--- src/rtl/sort16_feeder_pkg.sv ---
// Shared constants and state encoding for the 16-byte sort feeder.
package sort16_feeder_pkg;

    localparam int unsigned NBYTES = 16;
    localparam int unsigned BYTE_W = 8;
    localparam int unsigned DATA_W = NBYTES * BYTE_W;
    localparam int unsigned CNT_W  = $clog2(NBYTES);

    typedef enum logic [1:0] {
        StFill  = 2'd0,
        StStart = 2'd1,
        StWait  = 2'd2,
        StDrain = 2'd3
    } state_e;

endpackage

--- src/rtl/sort16_feeder_ser.sv ---
// 128-bit to byte serializer: captures the sorted block on load and presents
// byte idx (MSB byte first) while active.
module sort16_feeder_ser
    import sort16_feeder_pkg::*;
(
    input  logic              clk,
    input  logic              rst_n,
    input  logic              load,
    input  logic [DATA_W-1:0] data,
    input  logic              active,
    input  logic [CNT_W-1:0]  idx,
    input  logic              out_ready,
    output logic              out_valid,
    output logic [BYTE_W-1:0] out_data,
    output logic              last
);

    logic [DATA_W-1:0] res_q;

    always_ff @(posedge clk or negedge rst_n) begin
        if (!rst_n) begin
            res_q <= '0;
        end else if (load) begin
            res_q <= data;
        end
    end

    always_comb begin
        out_valid = active;
        out_data  = '0;
        if (active) begin
            for (int unsigned i = 0; i < NBYTES; i++) begin
                if (idx == CNT_W'(i)) begin
                    out_data = res_q[(NBYTES - 1 - i) * BYTE_W +: BYTE_W];
                end
            end
        end
        last = active && out_ready && (idx == CNT_W'(NBYTES - 1));
    end

endmodule

--- src/rtl/sort16_feeder.sv ---
// Collects 16 bytes, hands them to an external sorter and streams the sorted
// result back out. Optional WAIT timeout enabled by SORT16_FEEDER_TIMEOUT_EN.
module sort16_feeder
    import sort16_feeder_pkg::*;
#(
    parameter int unsigned TIMEOUT_CYC = 200
) (
    input  logic              clk,
    input  logic              rst_n,
    input  logic              in_valid,
    input  logic [BYTE_W-1:0] in_data,
    output logic              in_ready,
    output logic              out_valid,
    output logic [BYTE_W-1:0] out_data,
    input  logic              out_ready,
    output logic              sort_start,
    output logic [DATA_W-1:0] sort_data,
    input  logic              sort_done,
    input  logic [DATA_W-1:0] sort_result,
    output logic              busy
`ifdef SORT16_FEEDER_TIMEOUT_EN
    ,
    output logic              timeout_err
`endif
);

    state_e            state_q, state_d;
    logic [CNT_W-1:0]  cnt_q, cnt_d;
    logic [DATA_W-1:0] sort_data_q, sort_data_d;
    logic              load;
    logic              drain_last;

`ifdef SORT16_FEEDER_TIMEOUT_EN
    localparam int unsigned WaitW = $clog2(TIMEOUT_CYC + 1);
    logic [WaitW-1:0] wait_cnt_q, wait_cnt_d;
    logic             timeout_q, timeout_d;

    always_ff @(posedge clk or negedge rst_n) begin
        if (!rst_n) begin
            wait_cnt_q <= '0;
            timeout_q  <= 1'b0;
        end else begin
            wait_cnt_q <= wait_cnt_d;
            timeout_q  <= timeout_d;
        end
    end

    assign timeout_err = timeout_q;
`endif

    always_ff @(posedge clk or negedge rst_n) begin
        if (!rst_n) begin
            state_q     <= StFill;
            cnt_q       <= '0;
            sort_data_q <= '0;
        end else begin
            state_q     <= state_d;
            cnt_q       <= cnt_d;
            sort_data_q <= sort_data_d;
        end
    end

    always_comb begin
        state_d     = state_q;
        cnt_d       = cnt_q;
        sort_data_d = sort_data_q;
        load        = 1'b0;
`ifdef SORT16_FEEDER_TIMEOUT_EN
        wait_cnt_d  = '0;
        timeout_d   = 1'b0;
`endif
        unique case (state_q)
            StFill: begin
                if (in_valid) begin
                    for (int unsigned i = 0; i < NBYTES; i++) begin
                        if (cnt_q == CNT_W'(i)) begin
                            sort_data_d[(NBYTES - 1 - i) * BYTE_W +: BYTE_W] = in_data;
                        end
                    end
                    if (cnt_q == CNT_W'(NBYTES - 1)) begin
                        state_d = StStart;
                        cnt_d   = '0;
                    end else begin
                        cnt_d = cnt_q + 1'b1;
                    end
                end
            end
            StStart: begin
                state_d = StWait;
            end
            StWait: begin
                // A sort_done on the limit cycle takes priority over the timeout.
                if (sort_done) begin
                    load    = 1'b1;
                    state_d = StDrain;
                end
`ifdef SORT16_FEEDER_TIMEOUT_EN
                else if (wait_cnt_q == WaitW'(TIMEOUT_CYC - 1)) begin
                    state_d     = StFill;
                    sort_data_d = '0;
                    timeout_d   = 1'b1;
                end else begin
                    wait_cnt_d = wait_cnt_q + 1'b1;
                end
`endif
            end
            StDrain: begin
                if (out_ready) begin
                    if (drain_last) begin
                        state_d = StFill;
                        cnt_d   = '0;
                    end else begin
                        cnt_d = cnt_q + 1'b1;
                    end
                end
            end
            default: begin
                state_d = StFill;
            end
        endcase
    end

    sort16_feeder_ser u_ser (
        .clk       (clk),
        .rst_n     (rst_n),
        .load      (load),
        .data      (sort_result),
        .active    (state_q == StDrain),
        .idx       (cnt_q),
        .out_ready (out_ready),
        .out_valid (out_valid),
        .out_data  (out_data),
        .last      (drain_last)
    );

    assign in_ready   = (state_q == StFill);
    assign sort_start = (state_q == StStart);
    assign busy       = (state_q != StFill);
    assign sort_data  = sort_data_q;

endmodule

--- config.mk ---
export PLATFORM = sky130hd
export DESIGN_NAME = sort16_feeder
export DESIGN_NICKNAME = d
export VERILOG_FILES = /design/src/rtl/sort16_feeder_pkg.sv /design/src/rtl/sort16_feeder_ser.sv /design/src/rtl/sort16_feeder.sv
export SDC_FILE = /design/constraint.sdc
export NUM_CORES = 1
export LEC_CHECK = 0
export ABC_CLOCK_PERIOD_IN_PS = 5150
export CAP_MARGIN = 15
export CORE_MARGIN = 4
export CORE_UTILIZATION = 40
export CTS_CLUSTER_DIAMETER = 150
export CTS_CLUSTER_SIZE = 10
export DETAILED_ROUTE_END_ITERATION = 6
export PLACE_DENSITY = 0.68
export RECOVER_POWER = 100
export SLEW_MARGIN = 15
export SYNTH_ARGS = -nofsm -noshare
export SYNTH_HDL_FRONTEND = slang
export SYNTH_SLANG_ARGS = --single-unit
--- constraint.sdc ---
create_clock -name clk -period 5.15 [get_ports clk]
set_clock_uncertainty 0.1 [all_clocks]
set_input_delay 1.03 -clock clk [delete_from_list [all_inputs] [get_ports clk]]
set_output_delay 1.03 -clock clk [all_outputs]
set_load 0.05 [all_outputs]
==> results.sh, run 1 <==
export IMPL_p_leak_nw=6.80
export IMPL_grt_max_degree=128
export IMPL_cp_max_fo=16
export IMPL_clockRootBuffer="clkbuf_16"
export IMPL_maxSlewViolCount=211
export IMPL_fill_cells=2401
export IMPL_cp_arrival_ns=3.90
export IMPL_dr_pass1_iters=5
export IMPL_dp_cells=1484
export IMPL_multi_input_area_um2=4530
export IMPL_die_w_um=177
export IMPL_critPathLaunchType="flop"
export IMPL_violations="capacitance limit, slew limit"
export IMPL_tightest_slew_ns=3.25
export IMPL_slew_headroom_pct=-117
export IMPL_core_area_um2=27900
export IMPL_cpMaxStageDelayCell="clkdlybuf4s50_1"
export IMPL_grt_pass1_vias=8319
export IMPL_regArea_um2=6560
export IMPL_area_delta_synth_final_pct=34.0
export IMPL_min_path_type="reg2reg"
export IMPL_drc_errors=0
export IMPL_min_from="sort_data[29]"
export IMPL_syn_mean_instance_area_um2=13.2
export IMPL_ys_seq_elements=262
export IMPL_fp_dieH_um=177
export IMPL_fin_tns_setup_ns=0
export IMPL_clockBufferDepth=3
export IMPL_layout_drive_gt1_share_pct=27.5
export IMPL_num_io_pins=281
export IMPL_cts_tree="yes"
export IMPL_num_rows=61
export IMPL_utilization_pct=54.8
export IMPL_final_cell_count_no_fill=1517
export IMPL_vdd_drop_max_mv=0.314
export IMPL_dp_hpwl_mm=24.4
export IMPL_synthCells=865
export IMPL_worstSetupPathType="reg2out"
export IMPL_clk_latency_ns=0.55
export IMPL_clk_pin_slew_worst_paths_ns=0.06
export IMPL_grt_pass1_wl_mm=51.2
export IMPL_period_share_pct=97.6
export IMPL_worstPathCellList="inv_1 -> ha_1 -> buf_4 -> a21oi_1 -> o2bb2ai_1 -> a221oi_1 -> nor3_1 -> o221a_2 -> clkdlybuf4s50_1"
export IMPL_pwr_density_cell_nw_per_um2=690
export IMPL_synth_main_ff_cell="dfrtp_1"
export IMPL_clock_sinks=262
export IMPL_ant_nets=0
export IMPL_numCtsBuffers=30
export IMPL_place_gp_congestion=0.878
export IMPL_yosysSeqAreaShare_pct=57.4
export IMPL_yosysWarnings=0
export IMPL_clock_fmax_mhz=199
export IMPL_die_area_um2=31300
export IMPL_postCtsSetupRepairBufs=0
export IMPL_wl_per_cell_um=22.0
export IMPL_min_period_ns=5.03
export IMPL_route_vias_total=7997
export IMPL_wirelength_mm=33.4
export IMPL_hold_viol=0
export IMPL_synth_nets=1014
export IMPL_setup_viol=0
export IMPL_syn_cell_area_um2=11400
export IMPL_cts_max_level=1
export IMPL_start_util_pct=40.9
export IMPL_fin_area_um2=15300
export IMPL_cts_hold_buf=0
export IMPL_fin_ws_ns=0.125
export IMPL_r2r_start="state_q[0]"
export IMPL_drtIter0Drc=488
export IMPL_synth_edf_count=0
export IMPL_cpPeakStageDelay_ns=0.84
export IMPL_synthArstFlopShare_pct=100
export IMPL_rsz0062_at_grt="false"
export IMPL_cp_startpoint="cnt_q[1]"
export IMPL_antenna_found_initial=4
export IMPL_nNetsFinal=1287
export IMPL_via_per_inst=5.27
export IMPL_placed_area_um2=14600
export IMPL_status="finished with violations"
export IMPL_preCtsSetupSlack_ns=0.597
export IMPL_io_buffer_count=280
export IMPL_required_ns=4.02
export IMPL_ys_types=46
export IMPL_drv_cap=4
export IMPL_global_route_usage_total_pct=21.1
export IMPL_whs_path_depth=1
export IMPL_crit_path_end_kind="primary output"
export IMPL_globalRouteOverflowTotal=0
export IMPL_r2r_cells=5
-- kinds of logic (layout without fill, tap and decap cells) --
| kind of cell | Yosys count | after routing | synth area share (%) |
|---|---|---|---|
| compound gates | 122 | 122 | 7.51 |
| xor+xnor | 1 | 1 | 0.0767 |
| fa+ha+maj | 8 | 8 | 0.877 |
| buf+inv | 69 | 342 | 2.54 |
| flops | 262 | 262 | 57.4 |
| mux | 256 | 256 | 25.3 |
| other cells | 0 | 1 | 0 |
| simple gates | 147 | 147 | 6.30 |
-- worst max-delay path: cells and delay by family (launching register included) --
| family | cells | cell delay, ns |
|---|---|---|
| adder cells (fa/ha/maj) | 1 | 0.63 |
| flip-flops | 1 | 0.41 |
| AND/OR/NAND/NOR | 1 | 0.35 |
| AO/OA/AOI/OAI | 4 | 0.66 |
| buffers and inverters | 3 | 1.29 |
-- per-stage QoR --
step	power, mW	hold slack (ns)
2_1_floorplan	7.10	0.370
3_3_place_gp	8.86	0.388
3_5_place_dp	8.95	0.394
4_1_cts	10.8	0.406
5_1_grt	11.1	0.411
6_report	10.6	0.395
-- repair_timing --
action,in CTS,in global routing
resized for setup,0,2
hold endpoints to repair,0,0
endpoints found under the setup margin,0,6
-- synthesized netlist by cell type (10+ instances only) --
library cell  count  area (um2)
buf_2            10        50.1
buf_1            10        37.5
a21oi_1          29         145
nand2_1          46         173
inv_1            17        63.8
o21ai_0          26         130
nor2_2           10        62.6
clkbuf_1         29         109
dfrtp_1         262        6560
nor2b_1          13        81.3
mux2_2          256        2880
nor2_1           43         161
a22oi_1          21         158
-- power by group --
part / internal (mW) / leakage, nW / switching (mW) / total (mW)
clock: 1.05 / 0.387 / 0.777 / 1.82
sequential: 3.03 / 3.25 / 0.602 / 3.63
combinational: 1.96 / 3.17 / 3.15 / 5.10
total: 6.03 / 6.80 / 4.52 / 10.6
-- metal layers --
layer  wire length (um)  vias to the layer above  part of all wire, %  global-route usage, %
li1                   -                     3657                    -                      -
met2              15900                      267                   48                   34.6
met4                658                        4                  2.0                   4.09
met3               2360                       47                  7.1                   4.98
met5                 22                        -                0.066                      0
met1              14400                     4022                   43                   29.2
-- final timing paths --
path | endpoint | slack, ns
worst max-delay path | out_data[2] | 0.12
worst min-delay path | sort_data[29] | 0.39
worst max register to register | u_ser.res_q[116] | 0.66
worst min register to register | sort_data[29] | 0.39
max in group asynchronous | u_ser.res_q[15] | 1.32
min in group asynchronous | sort_data[7] | 1.40
-- placed cells by master (no fill, tap or decap), types with 2 or more instances in the layout --
| master | instances |
|---|---|
| clkbuf_16 | 31 |
| nand4_1 | 2 |
| clkdlybuf4s50_1 | 143 |
| dlygate4sd3_1 | 134 |
| a22oi_1 | 21 |
| a31oi_1 | 2 |
| nand2_1 | 46 |
| dfrtp_1 | 262 |
| nor2b_1 | 13 |
| a21oi_1 | 28 |
| a221oi_1 | 7 |
| nand3_1 | 7 |
| clkbuf_1 | 3 |
| a311o_1 | 6 |
| buf_4 | 9 |
| nor2_1 | 53 |
| ha_1 | 7 |
| o2bb2ai_1 | 7 |
| o21ai_0 | 26 |
| nor3_1 | 11 |
| a22o_1 | 7 |
| nand2b_1 | 5 |
| clkbuf_2 | 2 |
| inv_1 | 17 |
| or3_1 | 2 |
| and3b_1 | 2 |
| mux2_2 | 256 |
| o221a_2 | 7 |
-- sequential cells by signal (all words and copies together) (netlist names) --
signal       flops
sort_data      128
u_ser.res_q    128
cnt_q            4
state_q          2
-- area by class of cell --
type	count	share of cell area, %
Antenna cell	1	0.0164
Clock buffer	31	5.07
Clock inverter	1	0.0573
Inverter	17	0.417
Multi-Input combinational cell	534	29.6
Sequential cell	262	42.9
Tap cell	378	3.09
Timing Repair Buffer	293	18.9
(Power assumes the default switching activity.)
==> run 2: changes to the inputs <==
GPL_TIMING_DRIVEN = 0   (was not set)
==> run 2 against run 1 <==
Effect of this change:
- the run still ends with capacitance limit, slew limit left
- cell count increased by 2.7%
- maximum frequency rose by 0.56%
- wire length down 1.2%
- worst hold slack improved by 0.0017 ns
- clock power about the same
- combinational power increased by 2%
- sequential share of layout area decreased by 0.46 points
- die area is the same
- first-iteration DRC count shrank 21%
- setup slack improved by 0.028 ns
==> results.sh, run 2 (synthesized netlist as in run 1, its figures left out) <==
export IMPL_status="finished with violations"
export IMPL_violations="capacitance limit, slew limit"
export IMPL_pwr_density_cell_nw_per_um2=682
export IMPL_n_antenna_cell=0
export IMPL_rsz0062_at_grt="false"
export IMPL_nNetsFinal=1329
export IMPL_drv_cap=4
export IMPL_clock_fmax_mhz=200
export IMPL_layout_drive_gt1_share_pct=26.5
export IMPL_cts_max_level=1
export IMPL_cp_max_fo=10
export IMPL_worstPathCellList="inv_1 -> ha_1 -> clkbuf_1 -> buf_2 -> a21oi_1 -> o2bb2ai_1 -> a221oi_1 -> nor3_1 -> o221a_2 -> dlygate4sd2_1"
export IMPL_cpPeakStageDelay_ns=0.54
export IMPL_hold_worst_slack_ns=0.396
export IMPL_layout_commonest_cell="dfrtp_1"
export IMPL_start_util_pct=40.9
export IMPL_dp_hpwl_mm=24.9
export IMPL_tightest_slew_ns=3.36
export IMPL_setup_viol=0
export IMPL_area_delta_synth_final_pct=35.5
export IMPL_clockRootBuffer="clkbuf_16"
export IMPL_wirelength_mm=33.0
export IMPL_slew_headroom_pct=-124
export IMPL_rrSetupSlack_ns=1.82
export IMPL_place_gp_congestion=0.871
export IMPL_drc_errors=0
export IMPL_core_area_um2=27900
export IMPL_min_path_type="reg2reg"
export IMPL_min_period_ns=5.00
export IMPL_clk_pin_slew_worst_paths_ns=0.06
export IMPL_global_route_usage_total_pct=20.6
export IMPL_clock_sinks=262
export IMPL_die_w_um=177
export IMPL_vdd_drop_max_mv=0.265
export IMPL_drtIter0Drc=387
export IMPL_via_per_inst=5.19
export IMPL_period_share_pct=97.0
export IMPL_wl_per_cell_um=21.2
export IMPL_grt_pass1_wl_mm=49.7
export IMPL_final_cell_mix="262 x dfrtp_1, 256 x mux2_2, 139 x clkdlybuf4s50_1"
export IMPL_critPathLaunchType="flop"
export IMPL_cp_arrival_ns=3.87
export IMPL_ant_nets=0
export IMPL_grt_pass1_vias=8306
export IMPL_hold_viol=0
export IMPL_antenna_found_initial=2
export IMPL_grt_max_degree=77
export IMPL_cts_hold_buf=0
export IMPL_clockBufferDepth=3
export IMPL_cpMaxStageDelayCell="dlygate4sd2_1"
export IMPL_dp_cells=1526
export IMPL_die_area_um2=31300
export IMPL_crit_path_end_kind="primary output"
export IMPL_globalRouteOverflowTotal=0
export IMPL_final_cell_count_no_fill=1558
export IMPL_dr_pass1_iters=5
export IMPL_fin_tns_setup_ns=0
export IMPL_worstSetupPathType="reg2out"
export IMPL_num_rows=61
export IMPL_num_io_pins=281
export IMPL_required_ns=4.02
export IMPL_fp_dieH_um=177
export IMPL_io_buffer_count=280
export IMPL_p_leak_nw=6.89
export IMPL_cts_tree="yes"
export IMPL_route_vias_total=8091
export IMPL_postCtsSetupRepairBufs=0
export IMPL_maxSlewViolCount=68
export IMPL_clk_latency_ns=0.53
export IMPL_numCtsBuffers=30
[run 2: cell types whose count changed in the layout (fill, tap and decap cells not counted), sizes merged]
cell / delta
clkbuf: +30
buf: +13
clkdlybuf4s50: -4
dlygate4sd2: +3
diode: -1
[run 2: per-stage QoR]
| stage | worst slack [ns] | util (%) | instance area (um2) | total power [mW] |
|---|---|---|---|---|
| floorplan | 1.45 | - | 11400 | 7.10 |
| global placement | -8.30 | 52.6 | 14700 | 8.88 |
| detailed placement | 0.496 | 52.9 | 14800 | 8.98 |
| CTS | 0.0505 | 55.7 | 15600 | 10.8 |
| global route | 0.0313 | 55.4 | 15500 | 11.1 |
| finish | 0.153 | 55.4 | 15500 | 10.5 |
[run 2: timing repair]
action | in CTS | in global routing
endpoints found under the hold margin | 0 | 0
endpoints found under the setup margin | 3 | 3
gates resized for setup | 3 | 3
pin swaps | 0 | 0
[run 2: critical path: cells and delay by family, from the launching register on]
kind,cells,cell delay [ns]
buffers and inverters,4,1.41
AO/OA/AOI/OAI,4,0.76
AND/OR/NAND/NOR,1,0.46
flip-flops,1,0.43
adder cells (fa/ha/maj),1,0.26
[run 2: worst paths after layout]
check                                     from         endpoint  depth (start not counted)
worst max-delay path                  cnt_q[0]      out_data[0]                         10
worst min-delay path            sort_data[107]   sort_data[107]                          1
worst max register to register        cnt_q[0]   sort_data[123]                          6
worst min register to register  sort_data[107]   sort_data[107]                          1
max in group asynchronous                rst_n  u_ser.res_q[19]                          3
min in group asynchronous                rst_n     sort_data[5]                          1
[run 2: final cells by class]
cell class	count	area [um2]
inverters	17	63.8
plain buffers	52	225
clock inverters	1	8.76
flip-flops and latches	262	6560
multi-input cells	534	4520
well taps	378	473
repair buffers	283	2840
clock buffers	31	776
fillers	2399	12500
[run 2: metal layers]
layer | vias to the layer above | track usage [%] | share of wire [%]
met3 | 46 | 3.80 | 6.4
li1 | 3727 | - | -
met4 | 4 | 4.35 | 1.9
met2 | 266 | 34.1 | 48
met1 | 4048 | 28.5 | 44
met5 | - | 0 | 0.10
[run 2: power breakdown]
group          leakage (nW)  total (mW)  internal (mW)  switching (mW)
Combinational          3.25        5.20           1.95            3.24
Clock                 0.387        1.82           1.05           0.772
Sequential             3.25        3.52           3.02           0.498
